File: src/rtl/divider_control_unit.sv
// -----------------------------------------------------------------------------
// divider_control_unit
//
// Purpose
//   Sequencer for a restoring divider datapath. A Moore-style FSM issues the
//   load / shift / subtract / restore / quotient-bit strobes. It drives the
//   enable of an external registered iteration incrementer and reads that
//   incrementer's count back to stop after N passes. Towards the ALU top the
//   handshake is start in, busy/done out.
//
// Parameters
//   N      operand width, which is also the number of iterations
//   CNT_W  width of the iteration count coming back from the incrementer
//
// Ports
//   clk           in   rising-edge clock
//   rst_b         in   asynchronous reset, active low
//   start         in   request a new division; only looked at in IDLE
//   cnt           in   registered iteration count (incrementer output)
//   a_msb         in   sign of the partial remainder A after the subtract
//   divisor_zero  in   divisor being loaded into M equals zero
//   cnt_clr       out  clear the iteration count register
//   load_a        out  clear the partial remainder A
//   load_q        out  load the dividend into Q
//   load_m        out  load the divisor into M
//   shift_left    out  shift {A,Q} left by one
//   sub           out  A <= A - M
//   add_restore   out  A <= A + M
//   q0_set        out  Q[0] <= 1
//   inc_en        out  incrementer enable
//   out_en        out  latch quotient/remainder into the result registers
//   busy          out  FSM is not in IDLE
//   done          out  one-cycle completion pulse
//   div_by_zero   out  one-cycle divide-by-zero error pulse
//
// Build option
//   DIV_BY_ZERO_CHECK_EN : when defined, a zero divisor seen in LOAD diverts
//   to a short ERR state that pulses done and div_by_zero without touching
//   the result registers. When undefined, the ERR state does not exist,
//   divisor_zero is ignored and div_by_zero is tied low; a zero divisor then
//   runs all N passes and gives an all-ones quotient with the remainder
//   equal to the dividend.
// -----------------------------------------------------------------------------
module divider_control_unit #(
  parameter int N     = 8,
  parameter int CNT_W = $clog2(N) + 1
) (
  input  logic             clk,
  input  logic             rst_b,
  input  logic             start,
  input  logic [CNT_W-1:0] cnt,
  input  logic             a_msb,
  input  logic             divisor_zero,
  output logic             cnt_clr,
  output logic             load_a,
  output logic             load_q,
  output logic             load_m,
  output logic             shift_left,
  output logic             sub,
  output logic             add_restore,
  output logic             q0_set,
  output logic             inc_en,
  output logic             out_en,
  output logic             busy,
  output logic             done,
  output logic             div_by_zero
);

  typedef enum logic [3:0] {
    S_IDLE    = 4'd0,
    S_LOAD    = 4'd1,
    S_SHIFT   = 4'd2,
    S_SUB     = 4'd3,
    S_TEST    = 4'd4,
    S_RESTORE = 4'd5,
    S_COUNT   = 4'd6,
    S_DONE    = 4'd7
`ifdef DIV_BY_ZERO_CHECK_EN
    , S_ERR   = 4'd8
`endif
  } state_t;

  // The incrementer is registered, so COUNT sees the count from before its
  // own increment. The last pass therefore shows N-1, not N.
  localparam logic [CNT_W-1:0] LAST_CNT = CNT_W'(N - 1);

  state_t state_q;
  state_t state_d;

`ifndef DIV_BY_ZERO_CHECK_EN
  // Without the error path the zero-divisor flag has no consumer.
  logic unused_divisor_zero;
  assign unused_divisor_zero = divisor_zero;
`endif

  // State register. Reset takes effect at once, even in the middle of a
  // division. Because every output is decoded from this register, all
  // strobes drop together and no partial result is ever flagged.
  always_ff @(posedge clk or negedge rst_b) begin
    if (!rst_b) begin
      state_q <= S_IDLE;
    end else begin
      state_q <= state_d;
    end
  end

  // Next-state logic. start is only considered in IDLE, so start pulses
  // while busy are ignored (this includes a pulse during DONE).
  always_comb begin
    state_d = state_q;
    unique case (state_q)
      S_IDLE: begin
        if (start) begin
          state_d = S_LOAD;
        end
      end
      S_LOAD: begin
`ifdef DIV_BY_ZERO_CHECK_EN
        if (divisor_zero) begin
          state_d = S_ERR;
        end else begin
          state_d = S_SHIFT;
        end
`else
        state_d = S_SHIFT;
`endif
      end
      S_SHIFT: begin
        state_d = S_SUB;
      end
      S_SUB: begin
        state_d = S_TEST;
      end
      S_TEST: begin
        // A negative trial remainder means the subtract overshot and has
        // to be undone before the pass is counted.
        if (a_msb) begin
          state_d = S_RESTORE;
        end else begin
          state_d = S_COUNT;
        end
      end
      S_RESTORE: begin
        state_d = S_COUNT;
      end
      S_COUNT: begin
        if (cnt == LAST_CNT) begin
          state_d = S_DONE;
        end else begin
          state_d = S_SHIFT;
        end
      end
      S_DONE: begin
        state_d = S_IDLE;
      end
`ifdef DIV_BY_ZERO_CHECK_EN
      S_ERR: begin
        state_d = S_IDLE;
      end
`endif
      default: begin
        state_d = S_IDLE;
      end
    endcase
  end

  // Output decode. Each state owns its own strobes, so no two datapath
  // operations can ever coincide. The one exception to pure state decode is
  // q0_set in TEST: it is qualified by a_msb so that a successful subtract
  // records its quotient bit in the same cycle it is tested.
  always_comb begin
    cnt_clr     = 1'b0;
    load_a      = 1'b0;
    load_q      = 1'b0;
    load_m      = 1'b0;
    shift_left  = 1'b0;
    sub         = 1'b0;
    add_restore = 1'b0;
    q0_set      = 1'b0;
    inc_en      = 1'b0;
    out_en      = 1'b0;
    done        = 1'b0;
    div_by_zero = 1'b0;
    busy        = (state_q != S_IDLE);
    unique case (state_q)
      S_IDLE: begin
      end
      S_LOAD: begin
        load_a  = 1'b1;
        load_q  = 1'b1;
        load_m  = 1'b1;
        cnt_clr = 1'b1;
      end
      S_SHIFT: begin
        shift_left = 1'b1;
      end
      S_SUB: begin
        sub = 1'b1;
      end
      S_TEST: begin
        q0_set = ~a_msb;
      end
      S_RESTORE: begin
        add_restore = 1'b1;
      end
      S_COUNT: begin
        inc_en = 1'b1;
      end
      S_DONE: begin
        out_en = 1'b1;
        done   = 1'b1;
      end
`ifdef DIV_BY_ZERO_CHECK_EN
      // The error exit reports completion but leaves the results alone.
      S_ERR: begin
        done        = 1'b1;
        div_by_zero = 1'b1;
      end
`endif
      default: begin
      end
    endcase
  end

endmodule

File: config.mk
export PLATFORM = sky130hd
export DESIGN_NAME = divider_control_unit
export DESIGN_NICKNAME = d
export VERILOG_FILES = /design/src/rtl/divider_control_unit.sv
export SDC_FILE = /design/constraint.sdc
export NUM_CORES = 1
export LEC_CHECK = 0
export ABC_CLOCK_PERIOD_IN_PS = 1700
export BUFFER_PORTS_ARGS = -buffer_cell sky130_fd_sc_hd__buf_2
export CAP_MARGIN = 20
export CORE_AREA = 2 2 39 41
export DETAILED_ROUTE_END_ITERATION = 8
export DIE_AREA = 0 0 41 43
export PLACE_DENSITY_LB_ADDON = 0.05
export SLEW_MARGIN = 10
export SYNTH_ARGS = -nofsm -noshare
export SYNTH_HDL_FRONTEND = slang
export SYNTH_SLANG_ARGS = --single-unit
File: constraint.sdc
create_clock -name clk -period 1.7 [get_ports clk]
set_input_delay 0.255 -clock clk [delete_from_list [all_inputs] [get_ports clk]]
set_output_delay 0.255 -clock clk [all_outputs]
set_load 0.02 [all_outputs]
==> flow_metrics.tcl <==
set metrics [dict create \
    area_growth_syn_to_layout_pct 35.98 \
    power_uw 712.5 \
    io_pins 22 \
    outcome "finished clean" \
    vdd_ir_drop_max_v 0.0006956 \
    synth_cells 31 \
    avgSynthCellArea_sq_um 8.637 \
    p_leak_nw 0.2087 \
    drtPass1Iterations 2 \
    via_count 267 \
    grt_max_degree 12 \
    drc 0 \
    fmax_mhz 653.2 \
    crit_path_start_kind "register" \
    yosysMostFrequentCell "buf_4" \
    worst_path_largest_cell_delay_ps 470 \
    clock-sinks 3 \
    yosysSeqAreaShare_pct 28.04 \
    placed_cells 59 \
    synth_commonest_cells "6 x buf_4, 3 x dfrtp_1" \
    synth_async_sr_flop_share_pct 100.0 \
    cts_tree "done" \
    worstPathCellList "or2_1 > nor2_2 > buf_2" \
    first_iter_violations 3 \
    fin_crit_sh_pct 90.06 \
    yosysUniqueCellTypes 18 \
    clock_latency_ps 230 \
    period_needed_ps 1531 \
    yosysTopAreaCell "dfrtp_1" \
    portBuffers 19 \
    fin_cells 64 \
    die_y_um 43 \
    coreArea_sq_um 1384 \
    wirelength_um 625 \
    root_buffer "clkbuf_4" \
    hold_path.class "in2async" \
    multiInputGateArea_sq_um 130.1 \
    nFillCells 154 \
    routed_via_density 4.172 \
    crit_arrival_ps 1280 \
    top_register "state_q" \
    path_clk_slew_ps 40 \
    finalSetupTns_ps 0 \
    crit_type "reg2out" \
    setup_violations 0 \
    fin_skew_ps 3.028 \
    grt_pass1_vias 228 \
    fin_ws_ps 169.1 \
    grt_remaining_overflow 0 \
    cap_violations 0 \
    antenna_found_initial 0 \
    wire_per_inst_um 9.766 \
    ys_top_cells_by_area "dfrtp_1 28%, buf_4 17%, buf_6 8.4%" \
    grt_usage_pct 8.643 \
    power_density_nw_per_um2 1957 \
    largest_reg_flops 3 \
    cts-resized-gates 0 \
    cp.required_ps 1440 \
    n_antenna_cell 0 \
    crit_fanout 11 \
    place_congestion 0.6233 \
    fp.dieArea_sq_um 1763 \
    seq_area_sq_um 75.07 \
    ys.flop_type "dfrtp_1" \
    hold_viol 0 \
    finalNetCount 58 \
    synth-edff-count 0 \
    cp-end-kind "output pin" \
    reg_top3 "state_q x3" \
    initial_utilization_pct 19.35 \
    grt_pass1_wl_um 952 \
    ant_nets 0 \
    syn_area_sq_um 267.8 \
    yosys_warnings 0 \
    cts_buffers 3 \
    clock_path_buffers 2 \
    slowest_stage "dfrtp_1" \
    die_w_um 41 \
    place_ws_ps 424.3 \
    drive_gt1_share_pct 54.17 \
    final_max_slew_viol_count 0 \
    rsz0062_at_grt "false" \
    syn_nets 40 \
    synth_top_area_share_pct 28.04 \
    rows 14 \
    h-tree-depth 1 \
    synth_seq_cells 3 \
]
power by group:
| group | switching, mW | internal [mW] | total [mW] | leakage (nW) |
|---|---|---|---|---|
| clock network | 0.0386 | 0.0881 | 0.127 | 0.0150 |
| logic | 0.252 | 0.167 | 0.418 | 0.158 |
| registers | 0.0608 | 0.107 | 0.168 | 0.0361 |
| total | 0.351 | 0.362 | 0.713 | 0.209 |
final timing paths:
check / cells after the start / endpoint / slack (ps) / startpoint
worst max-delay path: 3 / q0_set / 170 / state_q[1]
worst min-delay path: 2 / state_q[1] / 340 / rst_b
worst max register to register: 4 / state_q[0] / 580 / state_q[2]
worst min register to register: 1 / state_q[0] / 620 / state_q[0]
max in group asynchronous: 2 / state_q[2] / 1250 / rst_b
min in group clk: 3 / state_q[0] / 360 / cnt[3]
area by class of cell:
class	count	area share (%)
multi-input combinational	20	35.74
timing repair buffer	21	30.93
sequential	3	20.62
clock buffer	4	7.216
tap	16	5.498
placed cells by master, fill, tap and decap left out, drive strengths merged:
cell type,netlist,layout
a21o,2,2
a21oi,1,1
a311oi,1,1
and3,1,1
and3b,1,1
buf,8,20
clkbuf,0,4
conb,1,1
dfrtp,3,3
dlygate4sd3,0,1
nand2,2,2
nand4b,1,1
nor2,3,3
nor3b,2,2
o21ai,1,1
or2,2,2
or2b,1,1
or3,1,1
through the flow:
step / hold slack [ps] / instance area [sq um] / util [%]
floorplan: -40.59 / 272.8 / -
global placement: 53.80 / 327.8 / 23.69
detailed placement: 51.76 / 327.8 / 23.69
CTS: 338.1 / 364.1 / 26.31
global route: 360.9 / 364.1 / 26.31
finish: 341.5 / 364.1 / 26.31
cells by family after synthesis:
group	count (synthesis)	synth area share, %
AOI/OAI and AO/OA	5	12.61
buffers and inverters	8	25.23
DFF	3	28.04
other	1	1.401
and+or+nand+nor	14	32.72
worst max-delay path: cells and delay by family (launching register included):
kind / cells / cell delay (ps)
and+or+nand+nor: 2 / 390
buffers and inverters: 1 / 170
DFF: 1 / 470
what timing repair did:
item / in CTS / in global routing
hold buffers: 1 / 0
hold endpoints to repair: 3 / 0
setup buffers: 0 / 0
per-layer routing:
metal / wire length [um] / GRT usage (%)
met3: 40 / 3.141
met4: 25 / 10.00
met2: 289 / 11.25
met1: 270 / 9.355
met5: 0 / 0
(Power assumes the default switching activity.)
